**config.mk**
```make
export PLATFORM = sky130hd
export DESIGN_NAME = draw_sequencer_flat
export DESIGN_NICKNAME = d
export VERILOG_FILES = /design/src/rtl/draw_sequencer_pkg.sv /design/src/rtl/draw_sequencer_if.sv /design/src/rtl/draw_sequencer_stage_watchdog.sv /design/src/rtl/draw_sequencer.sv /design/src/flat_wrapper.sv
export SDC_FILE = /design/constraint.sdc
export NUM_CORES = 1
export LEC_CHECK = 0
export CORE_MARGIN = 1
export CORE_UTILIZATION = 50
export DETAILED_ROUTE_END_ITERATION = 12
export DONT_BUFFER_PORTS = 1
export MAX_ROUTING_LAYER = met4
export SETUP_SLACK_MARGIN = 0.4
export SLEW_MARGIN = 40
export SYNTH_ARGS = -nofsm -noshare
export SYNTH_HDL_FRONTEND = slang
export SYNTH_SLANG_ARGS = --single-unit
```
**constraint.sdc**
```tcl
create_clock -name Clock -period 3.1 [get_ports Clock]
set_clock_uncertainty 0.05 [all_clocks]
set_input_delay 0.93 -clock Clock [delete_from_list [all_inputs] [get_ports Clock]]
set_output_delay 0.93 -clock Clock [all_outputs]
set_load 0.1 [all_outputs]
```
**src/rtl/draw_sequencer_pkg.sv**
```systemverilog
// Shared types and constants for the frame draw sequencer.
package draw_sequencer_pkg;

  typedef enum logic [3:0] {
    IDLE   = 4'd0,
    CLR    = 4'd1,
    CLRW   = 4'd2,
    BG     = 4'd3,
    LP     = 4'd4,
    RP     = 4'd5,
    BALL   = 4'd6,
    LG     = 4'd7,
    RG     = 4'd8,
    GND    = 4'd9,
    FINISH = 4'd10
  } state_t;

  localparam int unsigned NUM_STAGES = 7;

  localparam logic [2:0] STG_BG   = 3'd0;
  localparam logic [2:0] STG_LP   = 3'd1;
  localparam logic [2:0] STG_RP   = 3'd2;
  localparam logic [2:0] STG_BALL = 3'd3;
  localparam logic [2:0] STG_LG   = 3'd4;
  localparam logic [2:0] STG_RG   = 3'd5;
  localparam logic [2:0] STG_GND  = 3'd6;

  localparam int unsigned DEFAULT_TIMEOUT_CYCLES = 131072;

  function automatic logic is_stage(state_t s);
    return s inside {BG, LP, RP, BALL, LG, RG, GND};
  endfunction

  function automatic logic [2:0] stage_idx(state_t s);
    case (s)
      BG:      return STG_BG;
      LP:      return STG_LP;
      RP:      return STG_RP;
      BALL:    return STG_BALL;
      LG:      return STG_LG;
      RG:      return STG_RG;
      GND:     return STG_GND;
      default: return STG_BG;
    endcase
  endfunction

endpackage

```
**src/rtl/draw_sequencer_if.sv**
```systemverilog
// Request/done/clear handshake between the sequencer and the sprite datapath.
interface draw_sequencer_if;
  logic draw_bg, draw_lp, draw_rp, draw_ball, draw_lg, draw_rg, draw_gnd;
  logic done_bg, done_lp, done_rp, done_ball, done_lg, done_rg, done_gnd;
  logic dp_clear;

  modport master (
    output draw_bg, draw_lp, draw_rp, draw_ball, draw_lg, draw_rg, draw_gnd,
    output dp_clear,
    input  done_bg, done_lp, done_rp, done_ball, done_lg, done_rg, done_gnd
  );

  modport slave (
    input  draw_bg, draw_lp, draw_rp, draw_ball, draw_lg, draw_rg, draw_gnd,
    input  dp_clear,
    output done_bg, done_lp, done_rp, done_ball, done_lg, done_rg, done_gnd
  );
endinterface

```
**src/rtl/draw_sequencer_stage_watchdog.sv**
```systemverilog
// Per-stage watchdog: up-counter reloaded to zero on stage entry, flags its last allowed cycle.
module stage_watchdog
  import draw_sequencer_pkg::*;
#(
  parameter int unsigned TIMEOUT_CYCLES = DEFAULT_TIMEOUT_CYCLES
) (
  input  logic Clock,
  input  logic Resetn,
  input  logic clear,
  input  logic en,
  output logic terminal
);

  localparam int unsigned W = $clog2(TIMEOUT_CYCLES);
  localparam logic [W-1:0] LAST = W'(TIMEOUT_CYCLES - 1);

  logic [W-1:0] count;

  always_ff @(posedge Clock) begin
    if (!Resetn) begin
      count <= '0;
    end else if (clear) begin
      count <= '0;
    end else if (en) begin
      count <= count + W'(1);
    end
  end

  assign terminal = en && (count == LAST);

endmodule

```
**src/rtl/draw_sequencer.sv**
```systemverilog
// Frame-level controller: clears the datapath, then walks the seven draw stages in order.
module draw_sequencer
  import draw_sequencer_pkg::*;
#(
  parameter int unsigned TIMEOUT_CYCLES = DEFAULT_TIMEOUT_CYCLES,
  parameter int unsigned FRAME_W        = 8
) (
  input  logic               Clock,
  input  logic               Resetn,
  input  logic               enable,
  input  logic               frame_tick,
  draw_sequencer_if.master   dp,
  output logic               busy,
  output logic               frame_done,
  output logic [FRAME_W-1:0] frame_count,
  output logic               overrun,
  output logic               timeout_err
);

  state_t state, stateNext;
  logic [NUM_STAGES-1:0] doneVec, drawVec, drawNext;
  logic clearReg;
  logic inStage, doneSel, wdTerminal, wdClear, stageAdvance, stageTimeout;

  assign doneVec = {dp.done_gnd, dp.done_rg, dp.done_lg, dp.done_ball,
                    dp.done_rp, dp.done_lp, dp.done_bg};

  assign dp.draw_bg   = drawVec[STG_BG];
  assign dp.draw_lp   = drawVec[STG_LP];
  assign dp.draw_rp   = drawVec[STG_RP];
  assign dp.draw_ball = drawVec[STG_BALL];
  assign dp.draw_lg   = drawVec[STG_LG];
  assign dp.draw_rg   = drawVec[STG_RG];
  assign dp.draw_gnd  = drawVec[STG_GND];
  assign dp.dp_clear  = clearReg;

  always_comb begin
    inStage      = is_stage(state);
    doneSel      = inStage ? doneVec[stage_idx(state)] : 1'b0;
    stageAdvance = inStage && (doneSel || wdTerminal);
    stageTimeout = inStage && wdTerminal && !doneSel;

    stateNext = state;
    case (state)
      IDLE:    if (frame_tick && enable) stateNext = CLR;
      CLR:     stateNext = CLRW;
      CLRW:    stateNext = BG;
      BG:      if (stageAdvance) stateNext = LP;
      LP:      if (stageAdvance) stateNext = RP;
      RP:      if (stageAdvance) stateNext = BALL;
      BALL:    if (stageAdvance) stateNext = LG;
      LG:      if (stageAdvance) stateNext = RG;
      RG:      if (stageAdvance) stateNext = GND;
      GND:     if (stageAdvance) stateNext = FINISH;
      FINISH:  stateNext = IDLE;
      default: stateNext = IDLE;
    endcase

    // Outputs are registered from the next state so they line up with the state register.
    drawNext = '0;
    if (is_stage(stateNext)) drawNext[stage_idx(stateNext)] = 1'b1;

    wdClear = is_stage(stateNext) && (stateNext != state);
  end

  stage_watchdog #(
    .TIMEOUT_CYCLES(TIMEOUT_CYCLES)
  ) uWatchdog (
    .Clock    (Clock),
    .Resetn   (Resetn),
    .clear    (wdClear),
    .en       (inStage),
    .terminal (wdTerminal)
  );

  always_ff @(posedge Clock) begin
    if (!Resetn) begin
      state       <= IDLE;
      drawVec     <= '0;
      clearReg    <= 1'b0;
      busy        <= 1'b0;
      frame_done  <= 1'b0;
      frame_count <= '0;
      overrun     <= 1'b0;
      timeout_err <= 1'b0;
    end else begin
      state      <= stateNext;
      drawVec    <= drawNext;
      clearReg   <= (stateNext == CLR);
      busy       <= (stateNext != IDLE);
      frame_done <= (stateNext == FINISH);
      if (stateNext == FINISH) frame_count <= frame_count + FRAME_W'(1);
      // The starting tick is taken in IDLE; any tick seen outside IDLE is dropped.
      if (frame_tick && (state != IDLE)) overrun <= 1'b1;
      if (stageTimeout) timeout_err <= 1'b1;
    end
  end

endmodule

```
**src/flat_wrapper.sv**
```systemverilog
// flat-port wrapper written by rule: the top's interface ports become plain ports
module draw_sequencer_flat import draw_sequencer_pkg::*;
#(
  parameter int unsigned TIMEOUT_CYCLES = DEFAULT_TIMEOUT_CYCLES,
  parameter int unsigned FRAME_W        = 8
)
  (Clock, Resetn, enable, frame_tick, busy, frame_done, frame_count, overrun, timeout_err, dp_draw_bg, dp_draw_lp, dp_draw_rp, dp_draw_ball, dp_draw_lg, dp_draw_rg, dp_draw_gnd, dp_dp_clear, dp_done_bg, dp_done_lp, dp_done_rp, dp_done_ball, dp_done_lg, dp_done_rg, dp_done_gnd);
  draw_sequencer_if dp_i ();
  input  logic Clock;
  input  logic Resetn;
  input  logic enable;
  input  logic frame_tick;
  output logic busy;
  output logic frame_done;
  output logic [FRAME_W-1:0] frame_count;
  output logic overrun;
  output logic timeout_err;
  output wire logic [$bits(dp_i.draw_bg)-1:0] dp_draw_bg;
  output wire logic [$bits(dp_i.draw_lp)-1:0] dp_draw_lp;
  output wire logic [$bits(dp_i.draw_rp)-1:0] dp_draw_rp;
  output wire logic [$bits(dp_i.draw_ball)-1:0] dp_draw_ball;
  output wire logic [$bits(dp_i.draw_lg)-1:0] dp_draw_lg;
  output wire logic [$bits(dp_i.draw_rg)-1:0] dp_draw_rg;
  output wire logic [$bits(dp_i.draw_gnd)-1:0] dp_draw_gnd;
  output wire logic [$bits(dp_i.dp_clear)-1:0] dp_dp_clear;
  input wire logic [$bits(dp_i.done_bg)-1:0] dp_done_bg;
  input wire logic [$bits(dp_i.done_lp)-1:0] dp_done_lp;
  input wire logic [$bits(dp_i.done_rp)-1:0] dp_done_rp;
  input wire logic [$bits(dp_i.done_ball)-1:0] dp_done_ball;
  input wire logic [$bits(dp_i.done_lg)-1:0] dp_done_lg;
  input wire logic [$bits(dp_i.done_rg)-1:0] dp_done_rg;
  input wire logic [$bits(dp_i.done_gnd)-1:0] dp_done_gnd;
  assign dp_draw_bg = dp_i.draw_bg;
  assign dp_draw_lp = dp_i.draw_lp;
  assign dp_draw_rp = dp_i.draw_rp;
  assign dp_draw_ball = dp_i.draw_ball;
  assign dp_draw_lg = dp_i.draw_lg;
  assign dp_draw_rg = dp_i.draw_rg;
  assign dp_draw_gnd = dp_i.draw_gnd;
  assign dp_dp_clear = dp_i.dp_clear;
  assign dp_i.done_bg = dp_done_bg;
  assign dp_i.done_lp = dp_done_lp;
  assign dp_i.done_rp = dp_done_rp;
  assign dp_i.done_ball = dp_done_ball;
  assign dp_i.done_lg = dp_done_lg;
  assign dp_i.done_rg = dp_done_rg;
  assign dp_i.done_gnd = dp_done_gnd;
  draw_sequencer #(.TIMEOUT_CYCLES(TIMEOUT_CYCLES), .FRAME_W(FRAME_W)) u_core (.Clock(Clock), .Resetn(Resetn), .enable(enable), .frame_tick(frame_tick), .dp(dp_i), .busy(busy), .frame_done(frame_done), .frame_count(frame_count), .overrun(overrun), .timeout_err(timeout_err));
endmodule
```
==> results of run 1 <==
-- how the worst min path moves through the flow --
stage | startpoint | to | depth (start not counted)
2_1_floorplan | u_core.uWatchdog.count[16] | u_core.uWatchdog.count[16] | 2
3_3_place_gp | u_core.uWatchdog.count[16] | u_core.uWatchdog.count[16] | 2
3_5_place_dp | u_core.timeout_err | u_core.timeout_err | 2
4_1_cts | u_core.uWatchdog.count[16] | u_core.uWatchdog.count[16] | 2
5_1_grt | u_core.timeout_err | u_core.timeout_err | 2
6_report | u_core.timeout_err | u_core.timeout_err | 2
-- state kept, by name (all words and copies together) (netlist names) --
name and flops:
u_core.uWatchdog.count 17, u_core.frame_count 8, u_core.drawVec 7, u_core.state 4, u_core.busy 1, u_core.dp.dp_clear 1
u_core.frame_done 1, u_core.overrun 1, u_core.timeout_err 1
-- final cells by class --
class	instances	area [µm²]
tap	50	62.6
inverter	8	30.0
sequential	41	827
multi-input combinational	179	1230
clock buffer	7	86.3
clock inverter	1	30.0
timing repair buffer	29	219
fill	371	1570
-- routing by layer --
metal / vias to the layer above / routed length, µm / track usage, %
met5: - / 0 / -
met1: 835 / 2020 / 26.7
met3: 14 / 326 / 5.07
met2: 79 / 2180 / 36.3
met4: 0 / 97 / 9.84
li1: 874 / - / -
-- cell usage after synthesis, types with 4 or more instances --
library cell  count  area share, %
a21oi_1          11            2.6
and2_1            6            1.8
and3_1            6            1.8
buf_4             5            1.8
dfxtp_1          41             38
inv_1             8            1.4
nand2_1          12            2.1
nand3_1          14            3.3
nand4_1           4            1.2
nor2_1           33            5.8
nor2_2           11            3.2
nor3_1            5            1.2
o21ai_0           5            1.2
xnor2_1          12            4.9
xor2_1           10            4.1
-- worst max-delay path: cells and delay by family, from the launching register on --
family	cells	cell delay (ns)
AO/OA/AOI/OAI	3	0.67
AND/OR/NAND/NOR	6	0.89
flip-flops	1	0.41
buffers and inverters	1	0.22
adder cells (fa/ha/maj)	1	0.21
-- where the power goes --
group | total, µW | switching [µW] | internal, µW | leakage [µW]
clock network | 434 | 171 | 262 | 0.0000585
registers | 555 | 18.3 | 536 | 0.000334
logic | 162 | 109 | 52.9 | 0.000556
total | 1150 | 298 | 852 | 0.000948
-- repair_timing --
| item | CTS | global route |
|---|---|---|
| setup buffers | 2 | 3 |
| cloned | 0 | 0 |
| gates resized for setup | 2 | 7 |
| pin swaps | 1 | 1 |
| endpoints found under the setup margin | 18 | 26 |
-- logic make-up (layout without fill, tap and decap cells) --
family / count (synthesis) / after routing
adder cells (fa/ha/maj): 3 / 3
AND/OR/NAND/NOR: 109 / 109
XOR/XNOR: 23 / 23
flip-flops: 41 / 41
AO/OA/AOI/OAI: 40 / 40
multiplexers: 4 / 4
buffers and inverters: 21 / 45
-- stage by stage --
stage | cell area, µm² | std cells
final | 2480 | 315
after global routing | 2480 | 315
after CTS | 2440 | 312
after detailed placement | 2300 | 302
after global placement | 2290 | 302
after floorplan | 2140 | 241
==> results.py, run 1 <==
metrics = {
    "outcome": {
        "status": "completed",
    },
    "timing": {
        "setup_tns_ns": 0,
        "fin_crit_sh_pct": 82.8,
        "setup_viol": 0,
        "hold_ws_ns": 0.459,
        "finalCriticalPeriod_ns": 2.57,
        "fmax_mhz": 390,
        "report.final.hold_viol_count": 0,
        "tightestPinTransition_ns": 0.714,
        "setup_slack_ns": 0.534,
        "drv_slew": 0,
        "slew-limit-headroom_pct": 52.3,
        "grt_setup_unrepaired": "false",
    },
    "logic_synthesis": {
        "synthAdderAreaFrac_pct": 1.75,
        "synth_cell_types": 56,
        "synth-xor-area-share_pct": 9.75,
        "syn_nets": 255,
        "synth_area_um2": 2140,
        "seq_area_frac_synth_pct": 38.3,
        "synthFlopType": "dfxtp_1",
        "synth-simple-area-share_pct": 27.7,
        "synth_mux_area_share_pct": 1.93,
        "async_flop_share_pct": 0,
        "ys_seq_elements": 41,
        "synth_compound_area_share_pct": 14.9,
        "synth-edff-count": 0,
        "synth_top_family_by_area": "simple AND/OR/NAND/NOR gates",
        "yosys_warnings": 0,
        "syn_inst": 241,
        "syn_area_per_cell_um2": 8.89,
    },
    "setup_path": {
        "endpoint": "u_core.uWatchdog.count[0]",
        "start_kind": "flop",
        "slowest_delay_ns": 0.41,
        "worstPathCellList": "and3_1, and3_1, nand3_1, nor2_1, ha_4, nand2b_1, o221ai_2, o2111a_1, o32ai_4, buf_6, nor2_1",
        "setup.worst_path.class": "flop to flop",
        "critPathLaunch": "u_core.uWatchdog.count[9]",
        "critPathRequiredTime_ns": 3.23,
        "arrival_ns": 2.70,
        "reg2reg_from": "u_core.uWatchdog.count[9]",
        "end_kind": "flop",
        "r2r.worst_path.cells": 11,
        "critical-path-slowest-cell": "dfxtp_1",
        "cp_max_fo": 12,
        "rrSetupSlack_ns": 0.53,
        "r2r_end": "u_core.uWatchdog.count[0]",
    },
    "layout": {
        "drive_above_1_share_pct": 24.9,
        "utilization_pct": 61.2,
        "final_common_cell": "dfxtp_1",
        "nNetsFinal": 278,
        "area_growth_pct": 15.9,
        "layout_common_cells": "dfxtp_1 (36), nor2_1 (33), buf_4 (27)",
        "antenna-diode-count": 0,
    },
    "run": {
        "cap_violations": 0,
    },
    "clock_tree": {
        "cts_buffer_depth": 2,
        "clk_pin_slew_worst_paths_ns": 0.07,
        "hold_buffers": 0,
        "root_buffer": "clkbuf_8",
        "cts_buffers": 5,
        "clk_latency_ns": 0.28,
        "cts_tree": "done",
        "cts_htree_levels": 2,
        "clock-sinks": 41,
    },
    "drt": {
        "postRouteAntennaNets": 0,
        "vias": 1802,
        "wl_um": 4620,
        "routed_via_density": 5.72,
        "wl_per_cell_um": 14.7,
        "drtIter0Drc": 174,
        "drcViolationCount": 0,
        "drtPass1Iterations": 5,
    },
    "global_routing": {
        "grt_pass1_wl_um": 7420,
        "grt_max_degree": 21,
        "grt-ovfl-total": 0,
        "track_usage_pct": 22.5,
        "grt_pass1_vias": 1726,
        "antenna_found_initial": 0,
    },
    "power_and_ir_drop": {
        "power_density_nw_per_um2": 463,
        "p_total_uw": 1150,
        "leakagePower_uw": 0.000948,
        "max-vdd-ir-drop_v": 0.000312,
    },
    "die": {
        "die-area_um2": 4550,
        "ioPinCount": 31,
        "fp-row-count": 23,
        "die_y_um": 67.5,
        "initial_core_util_pct": 52.8,
        "die_w_um": 67.5,
        "core_area_um2": 4060,
    },
    "place": {
        "port_buffers": 0,
        "place_hpwl_um": 3360,
        "dp_slack_ns": -0.0728,
        "globalplace.congestion": 0.912,
    },
    "worst_hold_path": {
        "hold_path.class": "flop to flop",
    },
}
Note: power is estimated with default switching activity, not from simulation.
==> run 2, diff against run 1 <==
--- a/config.mk
+++ b/config.mk
@@ -10,6 +10,7 @@
 export DETAILED_ROUTE_END_ITERATION = 12
 export DONT_BUFFER_PORTS = 1
 export MAX_ROUTING_LAYER = met4
+export PLACE_DENSITY = 0.68
 export SETUP_SLACK_MARGIN = 0.4
 export SLEW_MARGIN = 40
 export SYNTH_ARGS = -nofsm -noshare
==> constraint.sdc (replaced) <==
create_clock -name Clock -period 2.3 [get_ports Clock]
set_clock_uncertainty 0.05 [all_clocks]
set_input_delay 0.69 -clock Clock [delete_from_list [all_inputs] [get_ports Clock]]
set_output_delay 0.69 -clock Clock [all_outputs]
set_load 0.1 [all_outputs]
==> results.py, run 2 (synthesis gave the netlist of run 1 again) <==
metrics = {
    "layout": {
        "layout_common_cells": "buf_4 (55), dfxtp_1 (32), nor2_1 (28)",
        "largest_reg_flops": 17,
        "design_area_um2": 3100,
        "nNetsFinal": 317,
        "area_growth_pct": 44.5,
        "final_common_cell": "buf_4",
        "fillers": 260,
        "regMostFlops": "u_core.uWatchdog.count",
        "antenna-diode-count": 0,
        "reg_top3": "u_core.uWatchdog.count x17, u_core.frame_count x8, u_core.drawVec x7",
        "drive_above_1_share_pct": 48.2,
    },
    "die": {
        "core_area_um2": 4060,
        "die-area_um2": 4550,
        "die_y_um": 67.5,
        "fp-row-count": 23,
        "ioPinCount": 31,
        "initial_core_util_pct": 52.8,
        "die_w_um": 67.5,
    },
    "global_routing": {
        "track_usage_pct": 25.8,
        "grt-ovfl-total": 0,
        "grt_max_degree": 18,
        "antenna_found_initial": 0,
        "grt_pass1_vias": 1954,
        "grt_pass1_wl_um": 8560,
    },
    "clock_tree": {
        "cts_buffer_depth": 2,
        "cts_tree": "done",
        "clk_latency_ns": 0.30,
        "clock-sinks": 41,
        "root_buffer": "clkbuf_8",
        "cts_htree_levels": 2,
        "cts_buffers": 5,
        "clk_pin_slew_worst_paths_ns": 0.08,
        "hold_buffers": 0,
    },
    "setup_path": {
        "end_kind": "flop",
        "critPathRequiredTime_ns": 2.44,
        "setup.worst_path.class": "flop to flop",
        "reg2reg_from": "u_core.uWatchdog.count[4]",
        "arrival_ns": 2.57,
        "r2r.worst_path.cells": 11,
        "rrSetupSlack_ns": -0.12,
        "cp_max_fo": 8,
        "start_kind": "flop",
        "r2r_end": "u_core.uWatchdog.count[10]",
    },
    "timing": {
        "fin_crit_sh_pct": 105,
        "fmax_mhz": 412,
        "report.final.hold_viol_count": 0,
        "setup_tns_ns": -1.37,
        "drv_slew": 0,
        "setup_slack_ns": -0.125,
        "setup_viol": 17,
        "slew-limit-headroom_pct": 72.2,
        "finalCriticalPeriod_ns": 2.42,
        "tightestPinTransition_ns": 0.416,
        "grt_setup_unrepaired": "true",
    },
    "place": {
        "place_hpwl_um": 3290,
        "port_buffers": 0,
        "dp_slack_ns": -0.173,
        "dpl_cell_area_um2": 2560,
        "globalplace.congestion": 0.974,
    },
    "drt": {
        "routed_via_density": 5.66,
        "drcViolationCount": 0,
        "postRouteAntennaNets": 0,
        "wl_per_cell_um": 15.7,
        "wl_met3_um": 356,
        "wl_met1_um": 2240,
        "wl_met2_um": 2790,
        "routed.top_layer": "met4",
        "drtIter0Drc": 105,
        "vias": 1997,
        "wl_um": 5530,
        "drtPass1Iterations": 4,
    },
    "worst_hold_path": {
        "min_from": "u_core.timeout_err",
        "holdPathEnd": "u_core.timeout_err",
        "hold_path.class": "flop to flop",
        "hold_depth": 2,
    },
    "power_and_ir_drop": {
        "max-vdd-ir-drop_v": 0.000446,
        "leakagePower_uw": 0.00122,
        "power_density_nw_per_um2": 525,
    },
    "outcome": {
        "status": "finished with violations",
        "violations": "negative setup slack",
    },
    "run": {
        "cap_violations": 0,
    },
}
run 2: cell types whose count changed in the layout (fill, tap and decap cells not counted), moves of 4 or more:
cell | previous run | this run
o21ai_0 | 5 | 1
buf_4 | 27 | 55
nand3_1 | 14 | 9
buf_6 | 1 | 11
dfxtp_1 | 36 | 32
nor2_4 | 0 | 4
dfxtp_2 | 5 | 9
nor2_1 | 33 | 28
run 2: power breakdown:
group	switching (µW)	leakage, µW	internal, µW	total [µW]
Combinational	199	0.000828	132	331
Sequential	10.8	0.000336	723	734
Clock	246	0.0000540	315	562
run 2: worst max path at each step:
stage | from | endpoint | slack [ns] | cells past startpoint
after floorplan | u_core.uWatchdog.count[4] | u_core.uWatchdog.count[8] | -0.14 | 12
after global placement | u_core.uWatchdog.count[9] | u_core.dp.dp_clear | -0.06 | 11
after detailed placement | u_core.uWatchdog.count[10] | u_core.dp.dp_clear | -0.17 | 11
after CTS | u_core.uWatchdog.count[5] | u_core.uWatchdog.count[1] | -0.02 | 11
after global routing | u_core.uWatchdog.count[5] | u_core.uWatchdog.count[10] | -0.20 | 11
final | u_core.uWatchdog.count[4] | u_core.uWatchdog.count[10] | -0.12 | 11
run 2: critical path, cell delays in order (launching register included):
cell and delay, ns:
dfxtp_2 0.34, and4_4 0.22, and3_4 0.20, nand3_4 0.08, nor2_4 0.11, ha_4 0.18
buf_4 0.13, o22ai_1 0.10, and3_1 0.22, o32ai_4 0.39, clkbuf_16 0.24, nor2_2 0.05
run 2: metrics by stage:
step           hold WS, ns  total power [µW]  util [%]  std cells
3_5_place_dp         0.447               992      63.2        335
4_1_cts              0.468              1590      70.9        345
5_1_grt              0.485              1680      76.3        353
6_report             0.463              1630      76.3        353
2_1_floorplan        0.417               934         -        241
3_3_place_gp         0.433               989      63.2        335
run 2: layer usage:
layer  GRT usage, %  vias up
met4           12.0        0
met3           5.24       18
li1               -      960
met2           41.0       72
met1           31.1      947
met5              -        -
run 2: timing repair:
item / in CTS / in global routing
cloned: 0 / 1
buffers inserted: 3 / 7
setup endpoints to repair: 39 / 40
gates resized for setup: 47 / 32
pin swaps: 13 / 16
run 2: area by class of cell:
class | instances | area [µm²] | share of cell area (%)
Multi-Input combinational cell | 179 | 1490 | 48.0
Sequential cell | 41 | 832 | 26.9
Timing Repair Buffer | 68 | 582 | 18.8
Clock buffer | 5 | 68.8 | 2.22
Tap cell | 50 | 62.6 | 2.02
Clock inverter | 2 | 35.0 | 1.13
Inverter | 8 | 30.0 | 0.969
